--- src/rtl/pattern_pwr_seq_pkg.sv ---
// Shared types and helpers for the pattern index / rail power sequencer.
package pattern_pwr_seq_pkg;

    localparam int unsigned MS_W    = 16;
    localparam int unsigned PAT_MIN = 0;

    typedef enum logic [1:0] {
        PWR_OFF     = 2'd0,
        PWR_RAMP_UP = 2'd1,
        PWR_ON      = 2'd2,
        PWR_RAMP_DN = 2'd3
    } pwr_state_e;

    function automatic int unsigned pat_max(input int unsigned patnum);
        return patnum - 1;
    endfunction

endpackage

--- src/rtl/ms_timer.sv ---
// One-shot millisecond timer: done pulses exactly len_ms*CNT1MS cycles after start.
module ms_timer
    import pattern_pwr_seq_pkg::*;
#(
    parameter int unsigned CNT1MS = 81000
) (
    input  logic            clk,
    input  logic            rst_n,
    input  logic            start,
    input  logic [MS_W-1:0] len_ms,
    output logic            done
);

    localparam int unsigned   PW      = (CNT1MS > 1) ? $clog2(CNT1MS) : 1;
    localparam logic [PW-1:0] PRE_TOP = PW'((CNT1MS > 1) ? CNT1MS - 1 : 0);
    localparam logic [PW-1:0] PRE_LD  = PW'((CNT1MS > 1) ? CNT1MS - 2 : 0);
    localparam bit            SINGLE  = (CNT1MS <= 1);

    logic            running;
    logic [PW-1:0]   pre;
    logic [MS_W-1:0] ms;
    logic            instant;

    // The start cycle itself counts, so the load is one cycle short of a full period.
    assign instant = (len_ms == '0) || (SINGLE && (len_ms == MS_W'(1)));

    always_ff @(posedge clk or negedge rst_n) begin
        if (!rst_n) begin
            running <= 1'b0;
            done    <= 1'b0;
            pre     <= '0;
            ms      <= '0;
        end else if (start) begin
            done    <= instant;
            running <= !instant;
            ms      <= SINGLE ? len_ms - MS_W'(1) : len_ms;
            pre     <= PRE_LD;
        end else if (running) begin
            if (ms == MS_W'(1) && pre == '0) begin
                running <= 1'b0;
                done    <= 1'b1;
            end else begin
                done <= 1'b0;
                if (pre == '0) begin
                    pre <= PRE_TOP;
                    ms  <= ms - MS_W'(1);
                end else begin
                    pre <= pre - PW'(1);
                end
            end
        end else begin
            done <= 1'b0;
        end
    end

endmodule

--- src/rtl/pattern_pwr_seq.sv ---
// Button-driven pattern index with key lock / auto-advance, and an ordered rail power sequencer.
module pattern_pwr_seq
    import pattern_pwr_seq_pkg::*;
#(
    parameter int unsigned PATNUM    = 9,
    parameter int unsigned SNW       = 7,
    parameter int unsigned NRAIL     = 6,
    parameter int unsigned NMUX      = 6,
    parameter int unsigned CNT1MS    = 81000,
    parameter int unsigned PWR_UP_MS = 500,
    parameter int unsigned PWR_DN_MS = 10
) (
    input  logic             clk,
    input  logic             rst_n,
    input  logic             key_up_n,
    input  logic             key_dn_n,
    input  logic             key_home_n,
    input  logic             key_ng_n,
    input  logic             auto_en,
    input  logic [MS_W-1:0]  lock_ms,
    output logic [SNW-1:0]   dis_sn,
    output logic             pat_chg,
    output logic [NRAIL-1:0] en_rail_n,
    output logic [NMUX-1:0]  mux_en,
    output logic             pwr_busy,
    output logic             flag_black,
    output logic             led_n
);

    localparam int unsigned    KW        = $clog2(NRAIL + 1);
    localparam logic [SNW-1:0] SN_MIN    = SNW'(PAT_MIN);
    localparam logic [SNW-1:0] SN_MAX    = SNW'(pat_max(PATNUM));
    localparam logic [SNW-1:0] SN_AUTO   = SNW'(pat_max(PATNUM) - 2);
    localparam logic [KW-1:0]  K_FULL    = KW'(NRAIL);

    logic [3:0]      key_q;
    logic [3:0]      key_fall;
    logic [SNW-1:0]  sn_nxt;
    logic            lock_done;
    logic            lock_expired;
    logic            up_req;
    logic            dn_req;

    pwr_state_e      state, state_nxt;
    logic [KW-1:0]   k, k_nxt;
    logic [NRAIL-1:0] rail_nxt;
    logic            step_start;
    logic [MS_W-1:0] step_len;
    logic            step_done;

    // Key order in key_q: {home, ng, up, dn}; a falling level is one press.
    always_ff @(posedge clk or negedge rst_n) begin
        if (!rst_n) key_q <= 4'hF;
        else        key_q <= {key_home_n, key_ng_n, key_up_n, key_dn_n};
    end

    assign key_fall     = key_q & ~{key_home_n, key_ng_n, key_up_n, key_dn_n};
    assign lock_expired = lock_done && !pat_chg;

    always_comb begin
        sn_nxt = dis_sn;
        if (key_fall[3]) begin
            sn_nxt = SN_MIN;
        end else if (key_fall[2]) begin
            sn_nxt = SN_MAX;
        end else if (key_fall[1] && led_n) begin
            if (dis_sn != SN_MAX) sn_nxt = dis_sn + SNW'(1);
        end else if (key_fall[0] && led_n) begin
            if (dis_sn != SN_MIN && dis_sn != SN_MAX) sn_nxt = dis_sn - SNW'(1);
        end else if (lock_expired && auto_en && dis_sn >= SNW'(1) && dis_sn <= SN_AUTO) begin
            sn_nxt = dis_sn + SNW'(1);
        end
    end

    always_ff @(posedge clk or negedge rst_n) begin
        if (!rst_n) begin
            dis_sn     <= SN_MIN;
            pat_chg    <= 1'b0;
            flag_black <= 1'b1;
            up_req     <= 1'b0;
            dn_req     <= 1'b0;
            led_n      <= 1'b1;
        end else begin
            dis_sn     <= sn_nxt;
            pat_chg    <= (sn_nxt != dis_sn);
            flag_black <= (sn_nxt == SN_MIN) || (sn_nxt == SN_MAX);
            up_req     <= (dis_sn == SN_MIN) && (sn_nxt == SNW'(1));
            dn_req     <= (sn_nxt != dis_sn) && ((sn_nxt == SN_MIN) || (sn_nxt == SN_MAX));
            if (pat_chg)           led_n <= 1'b0;
            else if (lock_expired) led_n <= 1'b1;
        end
    end

    ms_timer #(.CNT1MS(CNT1MS)) u_lock_tmr (
        .clk    (clk),
        .rst_n  (rst_n),
        .start  (pat_chg),
        .len_ms (lock_ms),
        .done   (lock_done)
    );

    ms_timer #(.CNT1MS(CNT1MS)) u_step_tmr (
        .clk    (clk),
        .rst_n  (rst_n),
        .start  (step_start),
        .len_ms (step_len),
        .done   (step_done)
    );

    // Power sequencer: k is the number of rails currently on (rails 0..k-1).
    always_comb begin
        state_nxt  = state;
        k_nxt      = k;
        step_start = 1'b0;
        case (state)
            PWR_OFF: begin
                if (up_req) begin
                    state_nxt  = PWR_RAMP_UP;
                    k_nxt      = KW'(1);
                    step_start = 1'b1;
                end
            end
            PWR_RAMP_UP, PWR_ON: begin
                if (dn_req) begin
                    k_nxt      = k - KW'(1);
                    state_nxt  = (k_nxt == '0) ? PWR_OFF : PWR_RAMP_DN;
                    step_start = (k_nxt != '0);
                end else if (state == PWR_RAMP_UP && step_done) begin
                    if (k == K_FULL) begin
                        state_nxt = PWR_ON;
                    end else begin
                        k_nxt      = k + KW'(1);
                        step_start = 1'b1;
                    end
                end
            end
            PWR_RAMP_DN: begin
                if (up_req) begin
                    state_nxt  = PWR_RAMP_UP;
                    k_nxt      = k + KW'(1);
                    step_start = 1'b1;
                end else if (step_done) begin
                    k_nxt      = k - KW'(1);
                    state_nxt  = (k_nxt == '0) ? PWR_OFF : PWR_RAMP_DN;
                    step_start = (k_nxt != '0);
                end
            end
            default: state_nxt = PWR_OFF;
        endcase
        step_len = (state_nxt == PWR_RAMP_DN) ? MS_W'(PWR_DN_MS) : MS_W'(PWR_UP_MS);
        rail_nxt = '1;
        for (int i = 0; i < NRAIL; i++) rail_nxt[i] = (KW'(i) >= k_nxt);
    end

    always_ff @(posedge clk or negedge rst_n) begin
        if (!rst_n) begin
            state     <= PWR_OFF;
            k         <= '0;
            en_rail_n <= '1;
            mux_en    <= '0;
            pwr_busy  <= 1'b0;
        end else begin
            state     <= state_nxt;
            k         <= k_nxt;
            en_rail_n <= rail_nxt;
            mux_en    <= {NMUX{state_nxt == PWR_ON}};
            pwr_busy  <= (state_nxt == PWR_RAMP_UP) || (state_nxt == PWR_RAMP_DN);
        end
    end

endmodule

--- config.mk ---
export PLATFORM = sky130hd
export DESIGN_NAME = pattern_pwr_seq
export DESIGN_NICKNAME = d
export VERILOG_FILES = /design/src/rtl/pattern_pwr_seq_pkg.sv /design/src/rtl/ms_timer.sv /design/src/rtl/pattern_pwr_seq.sv
export SDC_FILE = /design/constraint.sdc
export NUM_CORES = 1
export LEC_CHECK = 0
export CORE_ASPECT_RATIO = 1.5
export CORE_MARGIN = 2
export CORE_UTILIZATION = 60
export CTS_CLUSTER_DIAMETER = 200
export CTS_CLUSTER_SIZE = 10
export DETAILED_ROUTE_END_ITERATION = 10
export DONT_BUFFER_PORTS = 1
export PLACE_DENSITY = 0.77
export SLEW_MARGIN = 10
export SYNTH_ARGS = -nofsm -noshare
export SYNTH_HDL_FRONTEND = slang
export SYNTH_SLANG_ARGS = --single-unit
--- constraint.sdc ---
create_clock -name clk -period 3.4 [get_ports clk]
set_input_delay 1.02 -clock clk [delete_from_list [all_inputs] [get_ports clk]]
set_output_delay 1.02 -clock clk [all_outputs]
set_load 0.01 [all_outputs]
After elaboration in Yosys (flattened, before gate mapping)
Cells that the tools add are included.
{"block": "totals", "register_bits": 99, "word_cells": 150}
{"block": "op_classes", "addsub": 8, "muxes": 60, "reduce_logical": 37, "n_bitwise": 2, "n_eq_ne": 15, "order_cmp": 8}
{"operator": "$mux 17", "count": 8}
{"operator": "$mux 16", "count": 8}
{"operator": "$mux 7", "count": 7}
{"operator": "$logic_not 17->1", "count": 2}
{"operator": "$sub 17x1->17 const B", "count": 2}
{"operator": "$eq 16x1->1 const B", "count": 2}
{"operator": "$logic_not 16->1", "count": 2}
{"operator": "$sub 16x1->16 const B", "count": 2}
{"operator": "$mux 1", "count": 20}
{"operator": "$mux 3", "count": 6}
{"operator": "$logic_not 7->1", "count": 2}
{"operator": "$mux 2", "count": 7}
{"operator": "$logic_and 1x1->1", "count": 12}
{"operator": "$reduce_bool 2->1", "count": 5}
{"operator": "$mux 9", "count": 1}
{"operator": "$pmux 3 s3", "count": 1}
{"operator": "$eq 2x2->1 const B", "count": 4}
{"operator": "$add 7x1->7 const B", "count": 1}
{"operator": "$eq 7x1->1 const B", "count": 1}
{"operator": "$eq 7x4->1 const B", "count": 1}
{"operator": "$ge 7x1->1 const B", "count": 1}
{"operator": "$le 7x3->1 const B", "count": 1}
{"operator": "$ne 7x4->1 const B", "count": 1}
{"operator": "$ne 7x7->1", "count": 1}
{"operator": "other kinds (22)", "count": 32}

Depth between registers and ports, before layout
{"block": "logic_depth", "word_depth": 13, "ltp_mapped": 11, "mapped_depth_nobuf": 9}

Hierarchy
From an unflattened synthesis, not the netlist that was laid out.
{"block": "hier_totals", "hier_cells": 747, "hier_area_um2": 6641.4}
{"module": "ms_timer", "seq_area_each_um2": 875.8, "cells_per_inst": 244, "area_per_inst_um2": 2234.6, "instances": 2}
{"module": "pattern_pwr_seq", "seq_area_each_um2": 715.7, "cells_per_inst": 259, "area_per_inst_um2": 2172.1, "instances": 1}

Least setup slack after synthesis
OpenSTA, ideal clock, no wires.
{"block": "synth_timing", "path_kind": "input-to-reg", "start": "input port auto_en", "end": "register dn_req", "arrival_time_ns": 2.746, "slack_ns": 0.554, "t_required_ns": 3.300, "cell_stages": 7, "n_path_buf": 0, "setup_time_ns": 0.100, "cell_sequence": "nor4bb_1 -> o311ai_0 -> a31o_2 -> o311ai_0 -> inv_1 -> nor3_1 -> nor4bb_1"}
{"block": "synth_between", "elab_chain_len": 11, "elab_cells_between_ends": 13, "classes_between": "eq/ne: 2; mux: 5; reduce/logical: 6"}
{"item": "start: declaration", "line": "pattern_pwr_seq.sv:19", "source": "input logic auto_en,"}
{"item": "$logic_and 1x1->1 (*) (3 in series)", "line": "pattern_pwr_seq.sv:70", "source": "end else if (lock_expired && auto_en && dis_sn >= SNW'(1) && dis_sn <= SN_AUTO) begin"}
{"item": "$mux 7 (*)", "line": "pattern_pwr_seq.sv:70"}
{"item": "$mux 7 (*)", "line": "pattern_pwr_seq.sv:68", "source": "end else if (key_fall[0] && led_n) begin"}
{"item": "$mux 7 (*)", "line": "pattern_pwr_seq.sv:66", "source": "end else if (key_fall[1] && led_n) begin"}
{"item": "$mux 7 (*)", "line": "pattern_pwr_seq.sv:64", "source": "end else if (key_fall[2]) begin"}
{"item": "$mux 7 (*)", "line": "pattern_pwr_seq.sv:62", "source": "if (key_fall[3]) begin"}
{"item": "via sn_nxt[1]", "line": "pattern_pwr_seq.sv:38", "source": "logic [SNW-1:0] sn_nxt;"}
{"item": "$eq 7x4->1 / $logic_not 7->1 (equally long branches)", "line": "pattern_pwr_seq.sv:88", "source": "dn_req <= (sn_nxt != dis_sn) && ((sn_nxt == SN_MIN) || (sn_nxt == SN_MAX));"}
{"item": "$logic_or 1x1->1", "line": "pattern_pwr_seq.sv:88"}
{"item": "$logic_and 1x1->1 (*)", "line": "pattern_pwr_seq.sv:88"}
{"item": "end signal: assignment", "line": "pattern_pwr_seq.sv:88"}
{"item": "end: declaration", "line": "pattern_pwr_seq.sv:42", "source": "logic dn_req;"}
The timed path passes the listed nets; every way through them passes the cells marked *.
A chain may end at the register's enable or synchronous reset.

Worst setup path after layout
{"block": "layout_timing", "start": "register u_step_tmr.ms[8]", "end": "register u_step_tmr.ms[1]"}
{"block": "layout_between", "elab_chain_len": 4}
{"item": "start: declaration", "line": "ms_timer.sv:21", "source": "logic [MS_W-1:0] ms;"}
{"item": "start signal: assignment", "line": "ms_timer.sv:36", "source": "ms <= SINGLE ? len_ms - MS_W'(1) : len_ms;"}
{"item": "start signal: assignment", "line": "ms_timer.sv:46", "source": "ms <= ms - MS_W'(1);"}
{"item": "$eq 16x1->1", "line": "ms_timer.sv:39", "source": "if (ms == MS_W'(1) && pre == '0) begin"}
{"item": "$logic_and 1x1->1", "line": "ms_timer.sv:39"}
{"item": "$ne 2x2->1 (no source line)"}
{"item": "$reduce_and 3->1 (no source line)"}
Every way passes these cells.

==> results.cfg <==
[floorplan]
die_area_mm2 = 0.0104
core-area_mm2 = 0.00931
pin_count = 46
row_count = 43
initial_core_util = 0.618
dieWidth_um = 83.9
fp.dieH_um = 124

[final_layout]
final_cell_mix = 86 x dfrtp_1, 60 x nand2_1, 58 x nor2_1
final_common_cell = dfrtp_1
area_growth_pct = 6.40
layout-drive-gt1-share = 0.0932
diodes = 0
nNetsFinal = 658
final_core_util = 0.657
instances_no_fill = 734
num-fill-cells = 731

[yosys]
yosys_warnings = 0
yosys.cell_types.count = 67
syn_nets = 671
synthXorXnorAreaFrac = 0.0746
muxShareOfSynthArea = 0.0131
ys_seq_elements = 98
synth_edf_count = 0
synth_top_family_by_area = simple AND/OR/NAND/NOR gates
async_flop_share = 1.00
synth-simple-area-share = 0.255
ys.flop_type = dfrtp_1
synthCells = 630
synth.avg_cell_area_um2 = 9.13
synth-compound-area-share = 0.141
syn_area_mm2 = 0.00575
synthAdderAreaFrac = 0.0392
ys_seq_area_frac = 0.429

[detailed_routing]
viasPerCell = 6.27
route.detailed.drc = 0
drtIter0Drc = 310
postRouteAntennaNets = 0
wirelength_um = 12300
num_vias = 4605
dr.pass1.iters = 5
wl_per_cell_um = 16.7

[power]
finalPower_mw = 3.73
p_leak_nw = 2.44
p_per_area_mw_per_mm2 = 610
max-vdd-ir-drop_uv = 380

[global_routing]
antenna_found_initial = 0
grt_overflow_total = 0
grt_start_max_net_pins = 99
grt_pass1_vias = 4581
grt_pass1_wl_um = 20900
grt_util_all_layers = 0.247

[clocking]
numCtsBuffers = 9
clockBufferDepth = 2
cts-root-buf = clkbuf_16
clk_latency_ns = 0.34
cts_setup_buffers = 0
clk_pin_slew_ns = 0.06
cts_tree = yes
cts_hold_buf = 0
clock-sinks = 98
post_cts_resized = 0
cts_max_level = 3

[timing]
fin_crit_sh = 0.880
hold_viol = 0
rsz0062_at_grt = false
worst_slew_pin_slew_ns = 0.905
clock_skew_ns = 0.00725
max_freq_ghz = 0.334
fin_setup_tns_ns = 0
finalSetupViolCount = 0
fin_crit_ns = 2.99
relSlewSlack = 0.390
slew_violations = 0

[setup_path]
endpoint_kind = flop
max_stage_delay_ns = 0.64
reg2reg_from = u_step_tmr.ms[8]
worstPathCellList = or3_4 > or4_4 > or4_1 > and3_1 > nor2_1 > a2bb2oi_1
crit_slowest_cell = or4_1
reg2reg_depth = 6
critPathCapture = u_step_tmr.ms[1]
r2r_slack_ns = 0.41
critical_path_class = reg2reg
regToRegEndpoint = u_step_tmr.ms[1]
worstPathArrival_ns = 3.19
cp-startpoint = u_step_tmr.ms[8]
cp.required_ns = 3.60
start_kind = flop
crit_fanout = 9

[placed_design]
dp.final_hpwl_um = 8650
io_buffers = 0
dp.cells = 718
gp_congestion = 0.963

[min_path]
hp-class = in2async

[job]
maxCapViolations = 0

[status]
status = complete, no violations
[through the flow]
step | setup slack [ns] | hold WS [ns] | cell area, µm²
2_1_floorplan | 0.554 | 0.455 | 5750
3_3_place_gp | 0.477 | 0.485 | 5800
3_5_place_dp | 0.426 | 0.492 | 5800
4_1_cts | 0.429 | 0.359 | 6120
5_1_grt | 0.268 | 0.352 | 6120
6_report | 0.409 | 0.373 | 6120
[worst max-delay path: cells and delay by family, from the launching register on]
family / cells / cell delay (ns)
and+or+nand+nor: 5 / 2.34
DFF: 1 / 0.39
AOI/OAI and AO/OA: 1 / 0.13
[worst min path at each step]
stage,slack [ns],endpoint,from,depth (start not counted)
after floorplan,0.46,u_lock_tmr.pre[3],u_lock_tmr.pre[3],1
after global placement,0.49,u_lock_tmr.pre[11],u_lock_tmr.pre[11],1
after detailed placement,0.49,u_lock_tmr.pre[11],u_lock_tmr.pre[11],1
after CTS,0.36,u_step_tmr.running,rst_n,0
after global routing,0.35,u_step_tmr.pre[2],rst_n,0
final,0.37,u_step_tmr.pre[13],rst_n,0
[area by class of cell]
cell class                 count  area [µm²]  area share
clock buffer                  12         246      0.0403
clock inverter                 4        76.3      0.0125
inverter                      25        93.8      0.0153
multi-input combinational    471        3010       0.491
sequential                    98        2470       0.403
tap                          112         140      0.0229
timing repair buffer          12        90.1      0.0147
[power by group]
group          switching (mW)  leakage (nW)  internal (mW)
combinational           0.583          1.13          0.413
sequential              0.240          1.15           1.42
clock                   0.415         0.153          0.666
[synth_stat cells (all sizes together) (3+ instances only)]
cell type / n / share of area
dfrtp: 86 / 0.37
nand2: 60 / 0.039
nor2: 59 / 0.040
o21ai: 47 / 0.043
xnor2: 31 / 0.047
a21oi: 27 / 0.024
nor3: 26 / 0.023
inv: 25 / 0.016
clkbuf: 19 / 0.012
ha: 18 / 0.039
nor4: 18 / 0.022
xor2: 18 / 0.027
buf: 17 / 0.020
nand3: 15 / 0.013
or3: 15 / 0.017
or4: 14 / 0.021
dfstp: 12 / 0.055
nand2b: 11 / 0.013
a31oi: 8 / 0.0087
nand4: 8 / 0.0098
a21o: 7 / 0.0091
nor2b: 7 / 0.0076
o31ai: 7 / 0.0091
and3: 6 / 0.0065
a211oi: 5 / 0.0065
nand3b: 5 / 0.0065
nand4b: 5 / 0.0076
mux2: 4 / 0.0078
o311ai: 4 / 0.0061
and2: 3 / 0.0033
mux2i: 3 / 0.0052
nor3b: 3 / 0.0039
[cell families after synthesis]
kind of cell / Yosys count
buffers and inverters: 61
AOI/OAI and AO/OA: 128
DFF: 98
muxes: 7
adders and majority gates: 18
xor gates and xnor gates: 49
and+or+nand+nor: 269
[sequential cells by signal, indices dropped and copies added (netlist names), 3 cells and up]
name,count
dis_sn,7
u_step_tmr.pre,17
k,3
key_q,4
u_lock_tmr.ms,16
u_lock_tmr.pre,17
en_rail_n,6
u_step_tmr.ms,16
[per-layer routing]
metal,track usage,share of wire
met4,0.109,0.026
met3,0.0444,0.037
met5,0,0
met1,0.287,0.41
met2,0.447,0.53
No activity file was read; power rests on OpenSTA's default activity.
